--- src/rtl/mm_pkg.sv ---
// ---------------------------------------------------------------------------
// mm_pkg
// Shared definitions for the matrix-multiply datapath blocks:
//   - default element / accumulator widths
//   - input-side FSM state encoding used by dot_product_mac
//   - saturation helpers used to clamp a wide accumulator to DATA_W bits
// No ports (package).
// ---------------------------------------------------------------------------
package mm_pkg;

    localparam int DATA_W_DEF = 16;
    localparam int ACC_W_DEF  = 40;

    // Width of the helper arithmetic below; accumulators up to this wide and
    // output widths strictly below it are handled.
    localparam int SAT_MAX_W  = 64;

    typedef enum logic {
        ST_IDLE = 1'b0,   // no dot product open
        ST_ACC  = 1'b1    // first beat accepted, last beat not yet seen
    } in_state_e;

    // Largest unsigned value representable in out_w bits.
    function automatic logic [SAT_MAX_W-1:0] sat_max(input int out_w);
        return (SAT_MAX_W'(1) << out_w) - SAT_MAX_W'(1);
    endfunction

    // True when val does not fit in out_w unsigned bits, i.e. the value
    // must be clamped to sat_max(out_w).
    function automatic logic sat_over(input logic [SAT_MAX_W-1:0] val,
                                      input int                   out_w);
        return (val > sat_max(out_w));
    endfunction

endpackage

--- src/rtl/dot_product_mac_if.sv ---
// ---------------------------------------------------------------------------
// dot_product_mac_if
// Beat/result bundle of dot_product_mac.
//   master : producer of a/b beats and consumer of results (drives a*, b*,
//            in_valid, in_last, beats)
//   slave  : the MAC itself (drives result, ovf, out_valid, err, busy)
// ---------------------------------------------------------------------------
interface dot_product_mac_if #(
    parameter int DATA_W = mm_pkg::DATA_W_DEF
);
    logic [DATA_W-1:0] a1, a2, a3, a4;
    logic [DATA_W-1:0] b1, b2, b3, b4;
    logic              in_valid;
    logic              in_last;
    logic [7:0]        beats;

    logic [DATA_W-1:0] result;
    logic              ovf;
    logic              out_valid;
    logic              err;
    logic              busy;

    modport master (
        output a1, a2, a3, a4, b1, b2, b3, b4, in_valid, in_last, beats,
        input  result, ovf, out_valid, err, busy
    );

    modport slave (
        input  a1, a2, a3, a4, b1, b2, b3, b4, in_valid, in_last, beats,
        output result, ovf, out_valid, err, busy
    );
endinterface

--- src/rtl/dp_sum4.sv ---
// ---------------------------------------------------------------------------
// dp_sum4
// First two pipeline stages of the dot-product MAC.
//   S1: registers the four unsigned products a_i[k]*b_i[k] (2*DATA_W bits)
//   S2: registers their sum (2*DATA_W+2 bits, no precision lost)
// A valid bit and a generic flag vector travel alongside each beat.
// Ports:
//   clk, rst        clock, synchronous active-high reset
//   a_i, b_i        four operand pairs, index 0 = element 1
//   valid_i,flags_i beat qualifier and sideband flags
//   sum_o           registered four-product sum (S2)
//   valid_o,flags_o S2 qualifier and flags
// ---------------------------------------------------------------------------
module dp_sum4 #(
    parameter int DATA_W = 16,
    parameter int FLAG_W = 1
) (
    input  logic                         clk,
    input  logic                         rst,
    input  logic [3:0][DATA_W-1:0]       a_i,
    input  logic [3:0][DATA_W-1:0]       b_i,
    input  logic                         valid_i,
    input  logic [FLAG_W-1:0]            flags_i,
    output logic [2*DATA_W+1:0]          sum_o,
    output logic                         valid_o,
    output logic [FLAG_W-1:0]            flags_o
);
    localparam int PROD_W = 2 * DATA_W;
    localparam int SUM_W  = PROD_W + 2;

    logic [3:0][PROD_W-1:0] prod_w;
    logic [3:0][PROD_W-1:0] prod_q;
    logic                   s1_valid_q;
    logic [FLAG_W-1:0]      s1_flags_q;

    logic [SUM_W-1:0]       sum_q;
    logic                   s2_valid_q;
    logic [FLAG_W-1:0]      s2_flags_q;

    generate
        for (genvar gi = 0; gi < 4; gi++) begin : g_mul
            assign prod_w[gi] = PROD_W'(a_i[gi]) * PROD_W'(b_i[gi]);
        end
    endgenerate

    // S1: product registers. Data only loads on a valid beat so idle cycles
    // leave the registers quiet.
    always_ff @(posedge clk) begin
        if (rst) begin
            prod_q     <= '0;
            s1_valid_q <= 1'b0;
            s1_flags_q <= '0;
        end else begin
            s1_valid_q <= valid_i;
            s1_flags_q <= valid_i ? flags_i : '0;
            if (valid_i) begin
                prod_q <= prod_w;
            end
        end
    end

    // S2: adder tree, widened so four full-scale products cannot overflow.
    always_ff @(posedge clk) begin
        if (rst) begin
            sum_q      <= '0;
            s2_valid_q <= 1'b0;
            s2_flags_q <= '0;
        end else begin
            s2_valid_q <= s1_valid_q;
            s2_flags_q <= s1_flags_q;
            if (s1_valid_q) begin
                sum_q <= (SUM_W'(prod_q[0]) + SUM_W'(prod_q[1]))
                       + (SUM_W'(prod_q[2]) + SUM_W'(prod_q[3]));
            end
        end
    end

    assign sum_o   = sum_q;
    assign valid_o = s2_valid_q;
    assign flags_o = s2_flags_q;

endmodule

--- src/rtl/dot_product_mac.sv ---
// ---------------------------------------------------------------------------
// dot_product_mac
// Streaming dot-product engine: accepts one beat of four A-row and four
// B-column elements per cycle, accumulates the beats of one dot product and
// emits the result clamped to DATA_W bits.
//   beat sampled at edge t (with in_last) -> out_valid high after edge t+3
// Pipeline: dp_sum4 (S1 products, S2 sum) -> S3 accumulator -> output regs.
// An input FSM tracks whether a dot product is open, counts its beats and
// flags a mismatch against the expected count sampled on the first beat.
// Ports:
//   clk, rst  clock, synchronous active-high reset
//   bus       dot_product_mac_if.slave: a1..a4, b1..b4, in_valid, in_last,
//             beats in; result, ovf, out_valid, err, busy out
// ---------------------------------------------------------------------------
module dot_product_mac
    import mm_pkg::*;
#(
    parameter int DATA_W = DATA_W_DEF,
    parameter int ACC_W  = ACC_W_DEF
) (
    input  logic             clk,
    input  logic             rst,
    dot_product_mac_if.slave bus
);
    localparam int SUM_W      = 2 * DATA_W + 2;
    localparam int FLAG_W     = 3;
    localparam int FLAG_FIRST = 0;
    localparam int FLAG_LAST  = 1;
    localparam int FLAG_ERR   = 2;

    // ---------------- input FSM and beat counter ----------------
    in_state_e   state_q, state_d;
    logic [7:0]  cnt_q, cnt_d;
    logic [7:0]  beats_q, beats_d;
    logic [7:0]  beat_cnt;
    logic [7:0]  exp_beats;
    logic        is_first;
    logic        beat_err;

    always_comb begin
        state_d   = state_q;
        cnt_d     = cnt_q;
        beats_d   = beats_q;
        is_first  = (state_q == ST_IDLE);
        // Count this beat would carry if accepted; saturates at 255.
        beat_cnt  = 8'd1;
        if (!is_first) begin
            beat_cnt = (cnt_q == 8'hFF) ? 8'hFF : cnt_q + 8'd1;
        end
        // The expected count comes straight from the port on a first beat
        // so single-beat dot products are checked too.
        exp_beats = is_first ? bus.beats : beats_q;
        // Only meaningful on the last beat; it rides down with the beat.
        beat_err  = (exp_beats != 8'd0) && (beat_cnt != exp_beats);
        if (bus.in_valid) begin
            cnt_d   = beat_cnt;
            beats_d = exp_beats;
            state_d = bus.in_last ? ST_IDLE : ST_ACC;
        end
    end

    always_ff @(posedge clk) begin
        if (rst) begin
            state_q <= ST_IDLE;
            cnt_q   <= 8'd0;
            beats_q <= 8'd0;
        end else begin
            state_q <= state_d;
            cnt_q   <= cnt_d;
            beats_q <= beats_d;
        end
    end

    assign bus.busy = (state_q == ST_ACC);

    // ---------------- S1/S2 ----------------
    logic [3:0][DATA_W-1:0] a_vec, b_vec;
    logic [FLAG_W-1:0]      in_flags;
    logic [SUM_W-1:0]       s2_sum;
    logic                   s2_valid;
    logic [FLAG_W-1:0]      s2_flags;

    assign a_vec = {bus.a4, bus.a3, bus.a2, bus.a1};
    assign b_vec = {bus.b4, bus.b3, bus.b2, bus.b1};

    always_comb begin
        in_flags             = '0;
        in_flags[FLAG_FIRST] = is_first;
        in_flags[FLAG_LAST]  = bus.in_last;
        in_flags[FLAG_ERR]   = beat_err;
    end

    dp_sum4 #(
        .DATA_W (DATA_W),
        .FLAG_W (FLAG_W)
    ) u_sum4 (
        .clk     (clk),
        .rst     (rst),
        .a_i     (a_vec),
        .b_i     (b_vec),
        .valid_i (bus.in_valid),
        .flags_i (in_flags),
        .sum_o   (s2_sum),
        .valid_o (s2_valid),
        .flags_o (s2_flags)
    );

    // ---------------- S3 accumulator ----------------
    logic [ACC_W-1:0] acc_q;
    logic             s3_done_q;   // acc_q holds a completed dot product
    logic             s3_err_q;

    always_ff @(posedge clk) begin
        if (rst) begin
            acc_q     <= '0;
            s3_done_q <= 1'b0;
            s3_err_q  <= 1'b0;
        end else begin
            s3_done_q <= s2_valid & s2_flags[FLAG_LAST];
            s3_err_q  <= s2_valid & s2_flags[FLAG_LAST] & s2_flags[FLAG_ERR];
            if (s2_valid) begin
                // Modulo 2^ACC_W by construction of the register width.
                acc_q <= s2_flags[FLAG_FIRST] ? ACC_W'(s2_sum)
                                              : acc_q + ACC_W'(s2_sum);
            end
        end
    end

    // ---------------- output registers ----------------
    logic              acc_over;
    logic [DATA_W-1:0] result_q;
    logic              ovf_q;
    logic              out_valid_q;
    logic              err_q;

    assign acc_over = sat_over(SAT_MAX_W'(acc_q), DATA_W);

    // The next beat's first load into acc_q happens on the same edge the
    // output registers capture the previous total, so back-to-back dot
    // products need no bubble.
    always_ff @(posedge clk) begin
        if (rst) begin
            result_q    <= '0;
            ovf_q       <= 1'b0;
            out_valid_q <= 1'b0;
            err_q       <= 1'b0;
        end else begin
            out_valid_q <= s3_done_q;
            err_q       <= s3_err_q;
            if (s3_done_q) begin
                result_q <= acc_over ? {DATA_W{1'b1}} : acc_q[DATA_W-1:0];
                ovf_q    <= acc_over;
            end
        end
    end

    assign bus.result    = result_q;
    assign bus.ovf       = ovf_q;
    assign bus.out_valid = out_valid_q;
    assign bus.err       = err_q;

endmodule

--- src/flat_wrapper.sv ---
// flat-port wrapper written by rule: the top's interface ports become plain ports
module dot_product_mac_flat import mm_pkg::*;
#(
    parameter int DATA_W = DATA_W_DEF,
    parameter int ACC_W  = ACC_W_DEF
)
  (clk, rst, bus_a1, bus_a2, bus_a3, bus_a4, bus_b1, bus_b2, bus_b3, bus_b4, bus_in_valid, bus_in_last, bus_beats, bus_result, bus_ovf, bus_out_valid, bus_err, bus_busy);
  dot_product_mac_if #(.DATA_W(DATA_W)) bus_i ();
  input  logic clk;
  input  logic rst;
  input wire logic [$bits(bus_i.a1)-1:0] bus_a1;
  input wire logic [$bits(bus_i.a2)-1:0] bus_a2;
  input wire logic [$bits(bus_i.a3)-1:0] bus_a3;
  input wire logic [$bits(bus_i.a4)-1:0] bus_a4;
  input wire logic [$bits(bus_i.b1)-1:0] bus_b1;
  input wire logic [$bits(bus_i.b2)-1:0] bus_b2;
  input wire logic [$bits(bus_i.b3)-1:0] bus_b3;
  input wire logic [$bits(bus_i.b4)-1:0] bus_b4;
  input wire logic [$bits(bus_i.in_valid)-1:0] bus_in_valid;
  input wire logic [$bits(bus_i.in_last)-1:0] bus_in_last;
  input wire logic [$bits(bus_i.beats)-1:0] bus_beats;
  output wire logic [$bits(bus_i.result)-1:0] bus_result;
  output wire logic [$bits(bus_i.ovf)-1:0] bus_ovf;
  output wire logic [$bits(bus_i.out_valid)-1:0] bus_out_valid;
  output wire logic [$bits(bus_i.err)-1:0] bus_err;
  output wire logic [$bits(bus_i.busy)-1:0] bus_busy;
  assign bus_i.a1 = bus_a1;
  assign bus_i.a2 = bus_a2;
  assign bus_i.a3 = bus_a3;
  assign bus_i.a4 = bus_a4;
  assign bus_i.b1 = bus_b1;
  assign bus_i.b2 = bus_b2;
  assign bus_i.b3 = bus_b3;
  assign bus_i.b4 = bus_b4;
  assign bus_i.in_valid = bus_in_valid;
  assign bus_i.in_last = bus_in_last;
  assign bus_i.beats = bus_beats;
  assign bus_result = bus_i.result;
  assign bus_ovf = bus_i.ovf;
  assign bus_out_valid = bus_i.out_valid;
  assign bus_err = bus_i.err;
  assign bus_busy = bus_i.busy;
  dot_product_mac #(.DATA_W(DATA_W), .ACC_W(ACC_W)) u_core (.clk(clk), .rst(rst), .bus(bus_i));
endmodule
--- config.mk ---
export PLATFORM = sky130hd
export DESIGN_NAME = dot_product_mac_flat
export DESIGN_NICKNAME = d
export VERILOG_FILES = /design/src/rtl/mm_pkg.sv /design/src/rtl/dot_product_mac_if.sv /design/src/rtl/dp_sum4.sv /design/src/rtl/dot_product_mac.sv /design/src/flat_wrapper.sv
export SDC_FILE = /design/constraint.sdc
export NUM_CORES = 2
export LEC_CHECK = 0
export ABC_AREA = 1
export BUFFER_PORTS_ARGS = -buffer_cell sky130_fd_sc_hd__buf_4
export CAP_MARGIN = 0
export CELL_PAD_IN_SITES_DETAIL_PLACEMENT = 1
export CELL_PAD_IN_SITES_GLOBAL_PLACEMENT = 1
export CORE_ASPECT_RATIO = 1.1
export CORE_UTILIZATION = 40
export DETAILED_ROUTE_END_ITERATION = 8
export PLACE_DENSITY_LB_ADDON = 0.2
export SLEW_MARGIN = 40
export SYNTH_ARGS = -nofsm -noshare
export SYNTH_HDL_FRONTEND = slang
export SYNTH_SLANG_ARGS = --single-unit
export TNS_END_PERCENT = 100
--- constraint.sdc ---
create_clock -name clk -period 6.9 [get_ports clk]
set_input_delay 0.345 -clock clk [delete_from_list [all_inputs] [get_ports clk]]
set_output_delay 0.345 -clock clk [all_outputs]
set_load 0.02 [all_outputs]
Word-level counts from Yosys, hierarchy flattened

Index checks and enable logic that the tools add are counted.

Register bits after elaboration: 248
Input port bits: 140
Output and inout port bits: 20
Logic and storage cells: 44

Add/sub/neg operators: 5
Multiply operators: 4
Magnitude comparators: 1
Eq/ne operators: 2
Mux-type cells: 6
Bitwise gates (word level): 4
Reduce and logical (&&, ||, !) cells: 3

Operator list:

| operator                                                               | number |
|---|---|
| 16-bit by 16-bit multiplier with 32-bit output                         | 4 |
| 32-bit by 32-bit adder with 33-bit output                              | 2 |
| 40-bit by 34-bit adder with 40-bit output                              | 1 |
| 40-bit by 16-bit > comparator with 1-bit output, second input constant | 1 |
| 40-bit two-way mux                                                     | 1 |
| 33-bit by 33-bit adder with 34-bit output                              | 1 |
| 8-bit two-way mux                                                      | 3 |
| 16-bit two-way mux                                                     | 1 |
| 8-bit by 1-bit adder with 8-bit output, second input constant          | 1 |
| 8-bit equality test, second input constant                             | 1 |
| 8-bit inequality test                                                  | 1 |
| 8-bit nonzero test                                                     | 1 |
| 1-bit AND                                                              | 2 |
| 1-bit NOT                                                              | 2 |
| 2-bit OR reduction                                                     | 1 |
| 1-bit logical AND                                                      | 1 |
| 1-bit two-way mux                                                      | 1 |

Depth between registers and ports, before layout

Depth in word-level cells: 5
Gate-level depth with buffers: 28
Gate-level depth less buffers: 26

Modules after synthesis

Synthesis repeated with hierarchy kept, for this count alone.

Cells, all modules: 7,772
Area total of the unflattened synthesis: 53,072.2 µm²

Modules (own cells, without submodules):

| module          | times used | cells an instance | area each (µm²) |
|---|---|---|---|
| dp_sum4         | 1          | 6,740             | 46,992.6 |
| dot_product_mac | 1          | 1,032             | 6,079.6 |

Least setup slack after synthesis

Ideal clock, no wire load.

Path kind: in2reg
Start: input bus_b4[7]
End: register u_core.u_sum4.prod_q[124] in the netlist's numbering
Library setup time: 0.115 ns
Data arrival time: 5.336 ns
Required time: 6.785 ns
Setup slack: 1.449 ns
Stages: 25
Cell sequence: clkbuf_1 > clkbuf_1 > nand2_1 > fa_1 > inv_1 > fa_1 > inv_1 > fa_1 > inv_1 > fa_1 > fa_1 > inv_1 > fa_1 > inv_1 > ha_1 > nand2_1 > inv_1 > nand2_1 > nand2_1 > a21oi_1 > nor2_1 > nor2_1 > a21oi_1 > o21ai_0 > inv_1

Longest elaborated chain between the ends: 1

Ends and longest elaborated chain:

| element                                        | RTL line           | text |
|---|---|---|
| from (decl)                                    | flat_wrapper.sv:18 | `input wire logic [$bits(bus_i.b4)-1:0] bus_b4;` |
| 16-bit by 16-bit multiplier with 32-bit output | dp_sum4.sv:42      | `assign prod_w[gi] = PROD_W'(a_i[gi]) * PROD_W'(b_i[gi]);` |
| to (signal assigned)                           | dp_sum4.sv:57      | `prod_q <= prod_w;` |
| to (decl)                                      | dp_sum4.sv:32      | `logic [3:0][PROD_W-1:0] prod_q;` |

Every way passes these cells.
A chain may end at the register's enable or synchronous reset.

Worst setup path after layout

Start: input bus_a2[7]
End: register u_core.u_sum4.prod_q[47] in the netlist's numbering

Longest elaborated chain between the ends: 1

Ends and longest elaborated chain:

| element                                        | RTL line           | text |
|---|---|---|
| from (decl)                                    | flat_wrapper.sv:12 | `input wire logic [$bits(bus_i.a2)-1:0] bus_a2;` |
| 16-bit by 16-bit multiplier with 32-bit output | dp_sum4.sv:42      |  |

Every way passes these cells.

==> out/results.tsv <==
stage	metric	value	unit
die	dieWidth	343.2	um
outcome	violations	design-rule violations	
die	io_pins	160	
place	dp_hpwl	132400	um
global_routing	grt_usage	0.2519	
sta	fin_tns_setup	0	ns
die	die_h	377.4	um
clock_tree	cts_repair_resize_count	0	
setup_path	cpPeakStageDelay	0.55	ns
die	fp.dieArea	0.1295	mm2
routing	wl_per_cell	18.52	um
logic_synthesis	yosysSeqAreaShare	0.09690	
sta	setup_viol	0	
sta	worst_clock_skew	0.03047	ns
flow_run	drv_cap	0	
routing	vias	43980	
sta	finalCriticalPeriod	5.324	ns
sta	period_share	0.7716	
clock_tree	clk_pin_slew	0.06	ns
finish	final_common_cell	inv_1	
clock_tree	cts_buffers	29	
logic_synthesis	syn_area	0.05124	mm2
global_routing	grt_max_degree	145	
finish	layout_common_cells	inv_1, nand2_1, fa_1	
setup_path	path_class	input port to flip-flop	
sta	rsz0062_at_grt	false	
logic_synthesis	synth_flop_cell	dfxtp_1	
finish	drive_gt1_frac	0.04663	
logic_synthesis	synth_edf_count	0	
setup_path	path_buf_inv	7	
logic_synthesis	synthArstFlopShare	0	
die	core	0.1270	mm2
min_path	hold_class	input port to flip-flop	
place	placed_area	0.05332	mm2
setup_path	cp_cell_sequence	buf_4 > nand2_1 > fa_1 > inv_1 > fa_1 > inv_1 > fa_1 > inv_1 > fa_1 > fa_1 > inv_1 > fa_1 > inv_1 > ha_1 > a21oi_1 > a21boi_0 > o21ai_2 > xnor2_1 > nand2_1 > o211ai_1 > inv_1	
sta	slew_violations	0	
setup_path	cp_slowest_cell	fa_1	
clock_tree	cts_setup_buffers	0	
finish	nets	8457	
global_routing	antenna_found_initial	0	
die	rows	137	
outcome	outcome	complete, but fails checks	
sta	worst_slew_pin_slew	0.7848	ns
die	start_util	0.4034	
place	port_buffers	159	
setup_path	cp-start-kind	input port	
clock_tree	clk_path_buf_depth	3	
routing	drtIter0Drc	1820	
logic_synthesis	synth.distinct_cells	53	
setup_path	critical_path_arrival	5.78	ns
routing	drc	2	
clock_tree	cts_tree	yes	
sta	fmaxAchievable	187.8	MHz
logic_synthesis	synth_nets	8595	
setup_path	cp_top_family	adder cells	
clock_tree	h-tree-depth	1	
routing	totalWireLength	160800	um
setup_path	path_max_fanout	16	
global_routing	grt_pass1_vias	48100	
finish	syn_to_final_growth	5.922	%
routing	vias_per_cell	5.066	
logic_synthesis	synth-seq-cells	248	
global_routing	grt_pass1_wl	259400	um
clock_tree	ctsHoldBuffers	1	
clock_tree	clock_latency	0.59	ns
setup_path	cp-end-kind	flip-flop	
sta	relSlewSlack	0.4768	
logic_synthesis	syn_area_per_cell	7.186	um2
logic_synthesis	yosysWarnings	0	
global_routing	grt_overflow	0	
clock_tree	cts_root_buffer	clkbuf_16	
finish	design_area	0.05427	mm2
routing	drtAntennaViolNets	0	
place	place.gp.congestion	0.9099	
clock_tree	clock_sinks	248	
routing	dr.pass1.iters	7	
setup_path	crit_required	7.36	ns
sta	hold_viol	0	
logic_synthesis	synthCells	7130	
[per-layer routing]
metal / track usage / vias to the layer above / wire (um)
met5: 0 / - / 0
met4: 0.04294 / 0 / 2912
met1: 0.3214 / 22360 / 70960
li1: - / 20830 / -
met2: 0.4717 / 603 / 83530
met3: 0.01112 / 180 / 3406
[stage by stage]
stage	std cells	hold WS, ns	setup slack, ns	utilization
floorplan	7130	0.3883	1.449	-
finish	8681	0.1730	1.576	0.4273
global placement	8628	0.3961	1.162	0.4198
global route	8680	0.1689	1.380	0.4272
detailed placement	8628	0.4003	1.082	0.4198
CTS	8680	0.1505	1.670	0.4272
[synthesized netlist by cell type (12+ instances only)]
master	count	share of area
a21o_1	23	0.0034
o21a_1	12	0.0018
nand2_1	1736	0.13
nor2_2	18	0.0022
inv_1	1787	0.13
o21ai_2	12	0.0021
a31oi_1	18	0.0022
ha_1	484	0.12
fa_1	841	0.33
buf_1	12	0.00088
xor2_1	52	0.0089
a21oi_1	340	0.033
xnor2_1	22	0.0038
nand4_1	37	0.0045
o221ai_1	15	0.0026
dfxtp_1	248	0.097
nor3_1	30	0.0029
clkbuf_1	315	0.023
nor4_1	20	0.0024
nand3_1	212	0.021
o21bai_1	20	0.0029
o21ai_0	250	0.024
nand2_2	30	0.0037
nor2_1	473	0.035
o21ai_1	27	0.0026
[state kept, by name, summed over array words and instances, names as in the netlist]
name                      count
u_core.s3_done_q              1
u_core.u_sum4.sum_o          34
u_core.bus.err                1
u_core.bus.ovf                1
u_core.s3_err_q               1
u_core.acc_q                 40
u_core.u_sum4.s1_valid_q      1
u_core.bus.result            16
u_core.u_sum4.prod_q        128
u_core.bus.out_valid          1
u_core.bus.busy               1
u_core.u_sum4.valid_o         1
u_core.u_sum4.s1_flags_q      3
u_core.cnt_q                  8
u_core.beats_q                8
u_core.u_sum4.flags_o         3
[worst min-delay path: stages]
cell and delay [ns]:
buf_4 0.18, nand3_1 0.11, a21oi_1 0.06
[area by class of cell]
| class | count | area (um2) |
|---|---|---|
| tap | 1668 | 2087 |
| sequential | 248 | 4966 |
| multi-input combinational | 4752 | 38250 |
| antenna | 1 | 2.502 |
| inverter | 1790 | 6719 |
| fill | 16030 | 72750 |
| clock buffer | 37 | 805.8 |
| timing repair buffer | 171 | 1314 |
| clock inverter | 14 | 127.6 |
[kinds of logic after synthesis]
group	synth area share
adder cells (fa/ha/maj)	0.4468
flip-flops	0.09690
AND/OR/NAND/NOR	0.2041
buffers and inverters	0.1566
AO/OA/AOI/OAI	0.08296
XOR/XNOR	0.01265
[final timing paths]
check | startpoint | to | slack [ns] | cells after the start
setup reg to reg | u_core.u_sum4.prod_q[65] | u_core.u_sum4.sum_o[31] | 3.28 | 14
hold / removal | bus_b2[0] | u_core.u_sum4.prod_q[32] | 0.17 | 3
setup / recovery | bus_a2[7] | u_core.u_sum4.prod_q[47] | 1.58 | 21
hold reg to reg | u_core.u_sum4.s1_flags_q[2] | u_core.u_sum4.flags_o[2] | 0.41 | 2
Power is not shown: default switching activity piles up to over one toggle a cycle in this logic, so the estimate is an artifact.
